$ cat src/rtl/scfifo_valid_writer.sv
// Producer front end for a show-ahead scfifo: 2-entry skid plus a locally tracked occupancy count.
// Optional almost_full output enabled by defining SCFIFO_WR_ALMOST_FULL_EN.
module scfifo_valid_writer #(
  parameter int lpm_width    = 1,
  parameter int lpm_numwords = 128,
  parameter int lpm_widthu   = 8,
  parameter int wr_reserve   = 0
`ifdef SCFIFO_WR_ALMOST_FULL_EN
  , parameter int almost_full_value = lpm_numwords - 4
`endif
) (
  input  logic                  clock,
  input  logic                  sclr_n,
  input  logic                  in_valid,
  input  logic [lpm_width-1:0]  in_data,
  output logic                  in_ready,
  output logic                  wrreq,
  output logic [lpm_width-1:0]  data,
  input  logic                  fifo_rdreq,
  input  logic                  fifo_empty,
  output logic [lpm_widthu-1:0] usedw,
  output logic                  full,
  output logic                  almost_full,
  output logic                  wr_valid_q,
  output logic                  underflow_err,
  output logic                  overflow_err
);

  localparam logic [lpm_widthu-1:0] NUMW = lpm_widthu'(lpm_numwords);
  localparam logic [lpm_widthu-1:0] THR  = lpm_widthu'(lpm_numwords - wr_reserve);
  localparam logic [lpm_widthu-1:0] ONE  = lpm_widthu'(1);

  typedef enum logic [1:0] {IDLE, STREAM, STALL} state_t;

  logic [1:0][lpm_width-1:0] skid_q;
  logic                      rd_ptr_q, wr_ptr_q;
  logic [1:0]                cnt_q, cnt_d;
  logic [lpm_widthu-1:0]     usedw_q, usedw_d;
  logic                      full_q;
  logic                      uf_q, of_q;
  state_t                    state_q, state_d;
  logic                      accept, write, pop;

  assign in_ready      = (cnt_q != 2'd2);
  // STREAM already encodes (count != 0) & (usedw below threshold), so wrreq is a pure state decode
  assign wrreq         = (state_q == STREAM);
  assign data          = skid_q[rd_ptr_q];
  assign usedw         = usedw_q;
  assign full          = full_q;
  assign underflow_err = uf_q;
  assign overflow_err  = of_q;

  always_comb begin
    accept  = in_valid & in_ready;
    write   = wrreq;
    pop     = fifo_rdreq & ~fifo_empty;
    cnt_d   = cnt_q + {1'b0, accept} - {1'b0, write};
    usedw_d = usedw_q;
    case ({write, pop})
      2'b10:   usedw_d = (usedw_q == NUMW) ? NUMW : usedw_q + ONE;
      2'b01:   usedw_d = (usedw_q == '0) ? '0 : usedw_q - ONE;
      default: usedw_d = usedw_q;
    endcase
    if (cnt_d == 2'd0)      state_d = IDLE;
    else if (usedw_d < THR) state_d = STREAM;
    else                    state_d = STALL;
  end

  always_ff @(posedge clock) begin
    if (!sclr_n) begin
      skid_q     <= '0;
      rd_ptr_q   <= 1'b0;
      wr_ptr_q   <= 1'b0;
      cnt_q      <= 2'd0;
      usedw_q    <= '0;
      full_q     <= 1'b0;
      state_q    <= IDLE;
      wr_valid_q <= 1'b0;
      uf_q       <= 1'b0;
      of_q       <= 1'b0;
    end else begin
      if (accept) begin
        skid_q[wr_ptr_q] <= in_data;
        wr_ptr_q         <= ~wr_ptr_q;
      end
      if (write) rd_ptr_q <= ~rd_ptr_q;
      cnt_q      <= cnt_d;
      usedw_q    <= usedw_d;
      full_q     <= (usedw_d == NUMW);
      state_q    <= state_d;
      wr_valid_q <= wrreq;
      if (pop && usedw_q == '0)     uf_q <= 1'b1;
      if (write && usedw_q == NUMW) of_q <= 1'b1;
    end
  end

`ifdef SCFIFO_WR_ALMOST_FULL_EN
  localparam logic [lpm_widthu-1:0] AFV = lpm_widthu'(almost_full_value);
  logic af_q;
  assign almost_full = af_q;
  always_ff @(posedge clock) begin
    if (!sclr_n) af_q <= 1'b0;
    else         af_q <= (usedw_d >= AFV);
  end
`else
  assign almost_full = 1'b0;
`endif

endmodule
$ cat config.mk
export PLATFORM = sky130hd
export DESIGN_NAME = scfifo_valid_writer
export DESIGN_NICKNAME = d
export VERILOG_FILES = /design/src/rtl/scfifo_valid_writer.sv
export SDC_FILE = /design/constraint.sdc
export NUM_CORES = 1
export LEC_CHECK = 0
export CORE_ASPECT_RATIO = 1.4
export CORE_MARGIN = 3
export CORE_UTILIZATION = 45
export CTS_CLUSTER_SIZE = 8
export DETAILED_ROUTE_END_ITERATION = 10
export PLACE_DENSITY = 0.7
export REMOVE_ABC_BUFFERS = 1
export SETUP_SLACK_MARGIN = 0.4
export SYNTH_ARGS = -nofsm -noshare
export SYNTH_HDL_FRONTEND = slang
export SYNTH_SLANG_ARGS = --single-unit
$ cat constraint.sdc
create_clock -name clock -period 2.7 [get_ports clock]
set_clock_uncertainty 0.05 [all_clocks]
set_input_delay 0.54 -clock clock [delete_from_list [all_inputs] [get_ports clock]]
set_output_delay 0.54 -clock clock [all_outputs]
set_load 0.01 [all_outputs]
==> out/metrics.csv, run 1 <==
stage,metric,value,unit
floorplan,io_pins,22,
synthesis,synth_area,1221,µm²
synthesis,synth-seq-cells,20,
global_routing,grtUsageTotal,0.1893,
routing,wire_per_inst,14.95,µm
clocking,clock_latency,300,ps
finish,diodes,0,
synthesis,synth_xor_xnor_area_share,0.02869,
clocking,cts_buffers,3,
finish,final_cell_mix,"nor2_1 (19), buf_4 (19), dfxtp_1 (18), clkdlybuf4s50_1 (18), o21ai_1 (7)",
synthesis,synthSimpleGateAreaFrac,0.2889,
place,dp_hpwl,2330,µm
run,cap_viol_max_count,0,
power_and_ir_drop,peakVddDrop,0.5252,mV
timing,hold_viol,0,
routing,drt_iter0_markers,49,
timing,setup_tns,0,ps
clocking,numClockSinks,20,
synthesis,synth_top_family_by_area,simple AND/OR/NAND/NOR gates,
synthesis,synth_edf_count,0,
floorplan,dieWidth,50.03,µm
floorplan,initial_utilization,0.4892,
global_routing,antenna_found_initial,0,
finish,final_cells,218,
synthesis,seq_area_frac_synth,0.3279,
worst_setup_path,required,2870,ps
worst_setup_path,cp_data_arrival_time,2380,ps
synthesis,yosysWarnings,0,
timing,fmax,452.4,MHz
global_routing,grt_pass1_wl,4981,µm
place,gp_congestion,0.8999,
finish,fill_cells,210,
synthesis,synth_cell_types,42,
power_and_ir_drop,pwr_density_cell,705.2,nW/µm²
clocking,clockBufferDepth,2,
timing,holdWs,435.5,ps
routing,wirelength,3260,µm
timing,setup_violations,0,
clocking,clk_pin_slew,110,ps
floorplan,dieArea,3383,µm²
place,io_buffers,20,
timing,rsz0062_at_grt,no,
synthesis,synth_mux_area_frac,0.03381,
place,place_inst,205,
floorplan,die_y,67.64,µm
worst_setup_path,cp-end-kind,flip-flop,
worst_setup_path,startpoint_type,flip-flop,
routing,drcViolationCount,0,
routing,ant_nets,0,
routing,vias,1176,
clocking,tritoncts,done,
worst_setup_path,critPathKind,flip-flop to flip-flop,
floorplan,core,2496,µm²
finish,final_cell_area,1744,µm²
worst_setup_path,crit_fanout,6,
clocking,htree_levels,1,
run_status,outcome,"complete, no violations",
finish,fin_util,0.6987,
synthesis,synthArstFlopShare,0,
finish,drive_gt1_frac,0.3152,
timing,fin_crit,2210,ps
min_path,min_path_type,flip-flop to flip-flop,
timing,fin_crit_sh,0.8187,
power_and_ir_drop,leakagePower,0.7278,nW
global_routing,grt_overflow,0,
synthesis,syn_area_per_cell,8.307,µm²
global_routing,first_global_vias,1146,
timing,slew_violations,0,
synthesis,synthAdderAreaFrac,0.06148,
synthesis,synth_ff_type,dfxtp_1,
clocking,ctsHoldBuffers,0,
global_routing,grt_max_degree,14,
synthesis,synth_compound_area_frac,0.1947,
place,post_dp_cell_area,1513,µm²
clocking,cts-root-buf,clkbuf_4,
routing,avgViaCountPerCell,5.394,
floorplan,rows,21,
synthesis,syn_inst,147,
finish,area_delta_synth_final,42.83,%
finish,fin_nets,197,
routing,first_pass_iters,4,
-- critical path: stages (launching register included) --
cell,delay [ps]
dfxtp_4,360
inv_2,60
ha_4,140
or3b_4,460
o31ai_4,310
o21ai_1,100
o21ai_1,220
nor4b_4,220
nor4b_2,210
-- cell usage after synthesis, types with 2 or more instances --
cell,instances,share of area
inv_1,8,0.025
a21oi_1,5,0.020
xor2_1,2,0.014
dfxtp_1,20,0.33
clkbuf_1,6,0.018
nand2_1,6,0.018
o21ai_0,8,0.033
xnor2_1,2,0.014
and3_1,3,0.015
a41oi_1,3,0.022
nor4b_2,2,0.025
nor2_1,19,0.058
a31oi_1,3,0.015
o31ai_4,2,0.035
nand3_1,3,0.012
nor3_2,2,0.016
o21ai_1,6,0.025
ha_1,6,0.061
mux2i_1,3,0.025
and2_1,4,0.020
nand2b_1,6,0.031
nor2b_1,5,0.026
nor3_1,4,0.016
-- cells by family after synthesis --
group / after synthesis
adder cells (fa/ha/maj): 6
AND/OR/NAND/NOR: 62
flip-flops: 20
AO/OA/AOI/OAI: 33
buffers and inverters: 17
other: 1
multiplexers: 4
XOR/XNOR: 4
-- report_power, final --
part | switching [mW] | leakage [nW] | internal [mW]
clock | 0.0892 | 0.0210 | 0.0823
sequential | 0.0307 | 0.165 | 0.340
combinational | 0.330 | 0.542 | 0.357
-- per-stage QoR --
| stage | setup WS (ps) | power [mW] |
|---|---|---|
| final | 489.6 | 1.230 |
| after global routing | 354.3 | 1.309 |
| after CTS | 402.2 | 1.100 |
| after detailed placement | -88.19 | 0.9042 |
| after global placement | -63.31 | 0.8914 |
| after floorplan | 388.7 | 0.6957 |
-- per-layer routing --
layer	up-vias	wire length, µm	global-route usage
li1	589	-	-
met1	547	1329	0.2075
met2	36	1765	0.3693
met3	4	100	0.01325
met4	0	64	0.07612
met5	-	0	0
-- path summary, 6_finish.rpt --
kind	endpoint	from	depth (start not counted)	slack (ps)
setup / recovery	full$_SDFF_PN0_	usedw[1]$_SDFF_PN0_	8	490
hold / removal	underflow_err$_SDFFE_PN0P_	underflow_err$_SDFFE_PN0P_	2	440
hold reg to reg	underflow_err$_SDFFE_PN0P_	underflow_err$_SDFFE_PN0P_	2	440
setup reg to reg	full$_SDFF_PN0_	usedw[1]$_SDFF_PN0_	8	490
-- flip-flops by register name (all words and copies together), names as in the netlist --
register,flops
cnt_q,2
usedw,8
state_q,2
wr_ptr_q,1
full,1
skid_q,2
wr_valid_q,1
overflow_err,1
rd_ptr_q,1
underflow_err,1
-- timing repair --
| item | in CTS | in global routing |
|---|---|---|
| setup endpoints to repair | 5 | 3 |
| pin swaps | 0 | 8 |
| gates resized for setup | 5 | 36 |
| setup buffers | 0 | 9 |
-- layout make-up --
| type | instances | area [µm²] | share of cell area |
|---|---|---|---|
| flip-flops and latches | 20 | 407.9 | 0.2339 |
| repair buffers | 41 | 370.4 | 0.2123 |
| clock buffers | 4 | 36.28 | 0.02080 |
| well taps | 34 | 42.54 | 0.02439 |
| multi-input cells | 110 | 850.8 | 0.4878 |
| inverters | 9 | 36.28 | 0.02080 |
No activity file was read; power rests on OpenSTA's default activity.
==> run 2, diff against run 1 <==
--- a/config.mk
+++ b/config.mk
@@ -10,7 +10,7 @@
 export CORE_UTILIZATION = 45
 export CTS_CLUSTER_SIZE = 8
 export DETAILED_ROUTE_END_ITERATION = 10
-export PLACE_DENSITY = 0.7
+export PLACE_DENSITY = 0.73
 export REMOVE_ABC_BUFFERS = 1
 export SETUP_SLACK_MARGIN = 0.4
 export SYNTH_ARGS = -nofsm -noshare
==> constraint.sdc (replaced) <==
create_clock -name clock -period 2 [get_ports clock]
set_clock_uncertainty 0.05 [all_clocks]
set_input_delay 0.4 -clock clock [delete_from_list [all_inputs] [get_ports clock]]
set_output_delay 0.4 -clock clock [all_outputs]
set_load 0.01 [all_outputs]
==> run 2 against run 1 <==
Compared with the run above:
- the run now ends with setup timing left
- first-iteration DRC count is 47% higher
- combinational power is 92% higher
- clock-buffer cell count stayed put
- design area is 24% higher
- flip-flop and latch count stayed put
- fmax is 5.7% lower
- total power is 68% higher
- die area stayed put
- utilization is 17 points higher
- wire length is 50% higher
- register-to-register slack worse by 830 ps
==> out/metrics.csv, run 2 (synthesis gave the netlist of run 1 again) <==
stage,metric,value,unit
place,gp_congestion,0.9341,
timing,slew_headroom,0.5419,
power_and_ir_drop,leakagePower,0.9622,nW
finish,layout_commonest_cell,buf_4,
finish,final_cell_mix,"buf_4 (40), nor2_1 (15), buf_6 (14)",
worst_setup_path,reg2reg_slack,-340,ps
finish,fill_cells,113,
place,dp_hpwl,2550,µm
worst_setup_path,required,2180,ps
clocking,numClockSinks,20,
place,post_dp_cell_area,1663,µm²
worst_setup_path,critPathKind,flip-flop to flip-flop,
routing,first_pass_iters,4,
global_routing,grt_max_degree,13,
clocking,tritoncts,done,
power_and_ir_drop,pwr_density_cell,956.2,nW/µm²
timing,fin_crit_sh,1.171,
run_status,violations,setup timing,
floorplan,dieArea,3383,µm²
worst_setup_path,cp_data_arrival_time,2520,ps
routing,drt_iter0_markers,72,
finish,largest_reg_flops,8,
global_routing,grtUsageTotal,0.2386,
timing,hold_viol,0,
clocking,clk_pin_slew,110,ps
timing,fin_ws,-342.9,ps
place,io_buffers,20,
clocking,cts_buffers,3,
routing,drcViolationCount,0,
timing,holdWs,452.3,ps
routing,wire_per_inst,19.47,µm
floorplan,dieWidth,50.03,µm
global_routing,first_global_vias,1324,
floorplan,rows,21,
power_and_ir_drop,peakVddDrop,0.9505,mV
timing,fin_crit,2343,ps
run_status,outcome,"complete, but fails checks",
clocking,htree_levels,1,
timing,rsz0062_at_grt,yes,
timing,worstMarginPinSlew,681.9,ps
floorplan,initial_utilization,0.4892,
finish,fin_util,0.8682,
routing,vias,1474,
floorplan,core,2496,µm²
routing,ant_nets,0,
floorplan,io_pins,22,
worst_setup_path,crit_fanout,5,
timing,setup_violations,8,
global_routing,grt_pass1_wl,6065,µm
min_path,min_path_type,flip-flop to flip-flop,
global_routing,grt_overflow,0,
clocking,cts-root-buf,clkbuf_4,
finish,final_cell_area,2167,µm²
finish,area_delta_synth_final,77.46,%
finish,fin_nets,230,
routing,wirelength,4887,µm
worst_setup_path,startpoint_type,flip-flop,
global_routing,antenna_found_initial,0,
floorplan,die_y,67.64,µm
finish,diodes,0,
finish,drive_gt1_frac,0.5346,
timing,slew_violations,0,
routing,avgViaCountPerCell,5.873,
clocking,clockBufferDepth,2,
worst_setup_path,cp-end-kind,flip-flop,
clocking,clock_latency,320,ps
timing,fmax,426.8,MHz
run,cap_viol_max_count,0,
[run 2: per-layer routing]
| metal | share of wire | GRT usage | vias up | routed length (µm) |
|---|---|---|---|---|
| li1 | - | - | 658 | - |
| met5 | 0 | 0 | - | 0 |
| met4 | 0.049 | 0.1765 | 0 | 238 |
| met3 | 0.065 | 0.01987 | 21 | 320 |
| met2 | 0.54 | 0.4559 | 81 | 2656 |
| met1 | 0.34 | 0.2366 | 714 | 1672 |
[run 2: path summary, 6_finish.rpt]
kind                                           startpoint  depth (start not counted)                   endpoint
worst max-delay path                  usedw[0]$_SDFF_PN0_                          8            full$_SDFF_PN0_
worst min register to register  overflow_err$_SDFFE_PN0P_                          2  overflow_err$_SDFFE_PN0P_
worst max register to register        usedw[0]$_SDFF_PN0_                          8            full$_SDFF_PN0_
worst min-delay path            overflow_err$_SDFFE_PN0P_                          2  overflow_err$_SDFFE_PN0P_
[run 2: critical path, cell delays in order, from the launching register on]
cell and delay (ps):
dfxtp_2 340, inv_2 60, ha_4 130, or3b_4 450
o31ai_4 330, o21ai_1 100, o21ai_1 210, nor4b_2 290
nor4b_2 290
[run 2: power breakdown]
group          leakage (nW)  internal (mW)  switching (mW)
combinational         0.773          0.714           0.605
sequential            0.168          0.462          0.0491
clock                0.0210          0.112           0.130
[run 2: per-stage QoR]
step           instances  total power [mW]  setup TNS [ps]  worst slack (ps)
2_1_floorplan        139            0.9392          -814.0            -311.3
3_3_place_gp         225             1.289           -4823            -602.4
3_5_place_dp         225             1.310           -4808            -602.6
4_1_cts              238             1.794          -190.2            -132.5
5_1_grt              251             2.178           -1705            -446.7
6_report             251             2.072          -973.9            -342.9
[run 2: timing repair]
action / in CTS / in global routing
resized for setup: 79 / 29
setup endpoints to repair: 28 / 19
hold buffers: 0 / 0
buffers inserted: 9 / 12
gates cloned: 0 / 1
pin swaps: 11 / 8
[run 2: layout make-up]
| cell class | instances | area (µm²) | area share |
|---|---|---|---|
| timing repair buffer | 74 | 658.1 | 0.3037 |
| sequential | 20 | 416.7 | 0.1923 |
| multi-input combinational | 110 | 974.7 | 0.4498 |
| inverter | 9 | 38.79 | 0.01790 |
| clock buffer | 4 | 36.28 | 0.01674 |
| tap | 34 | 42.54 | 0.01963 |
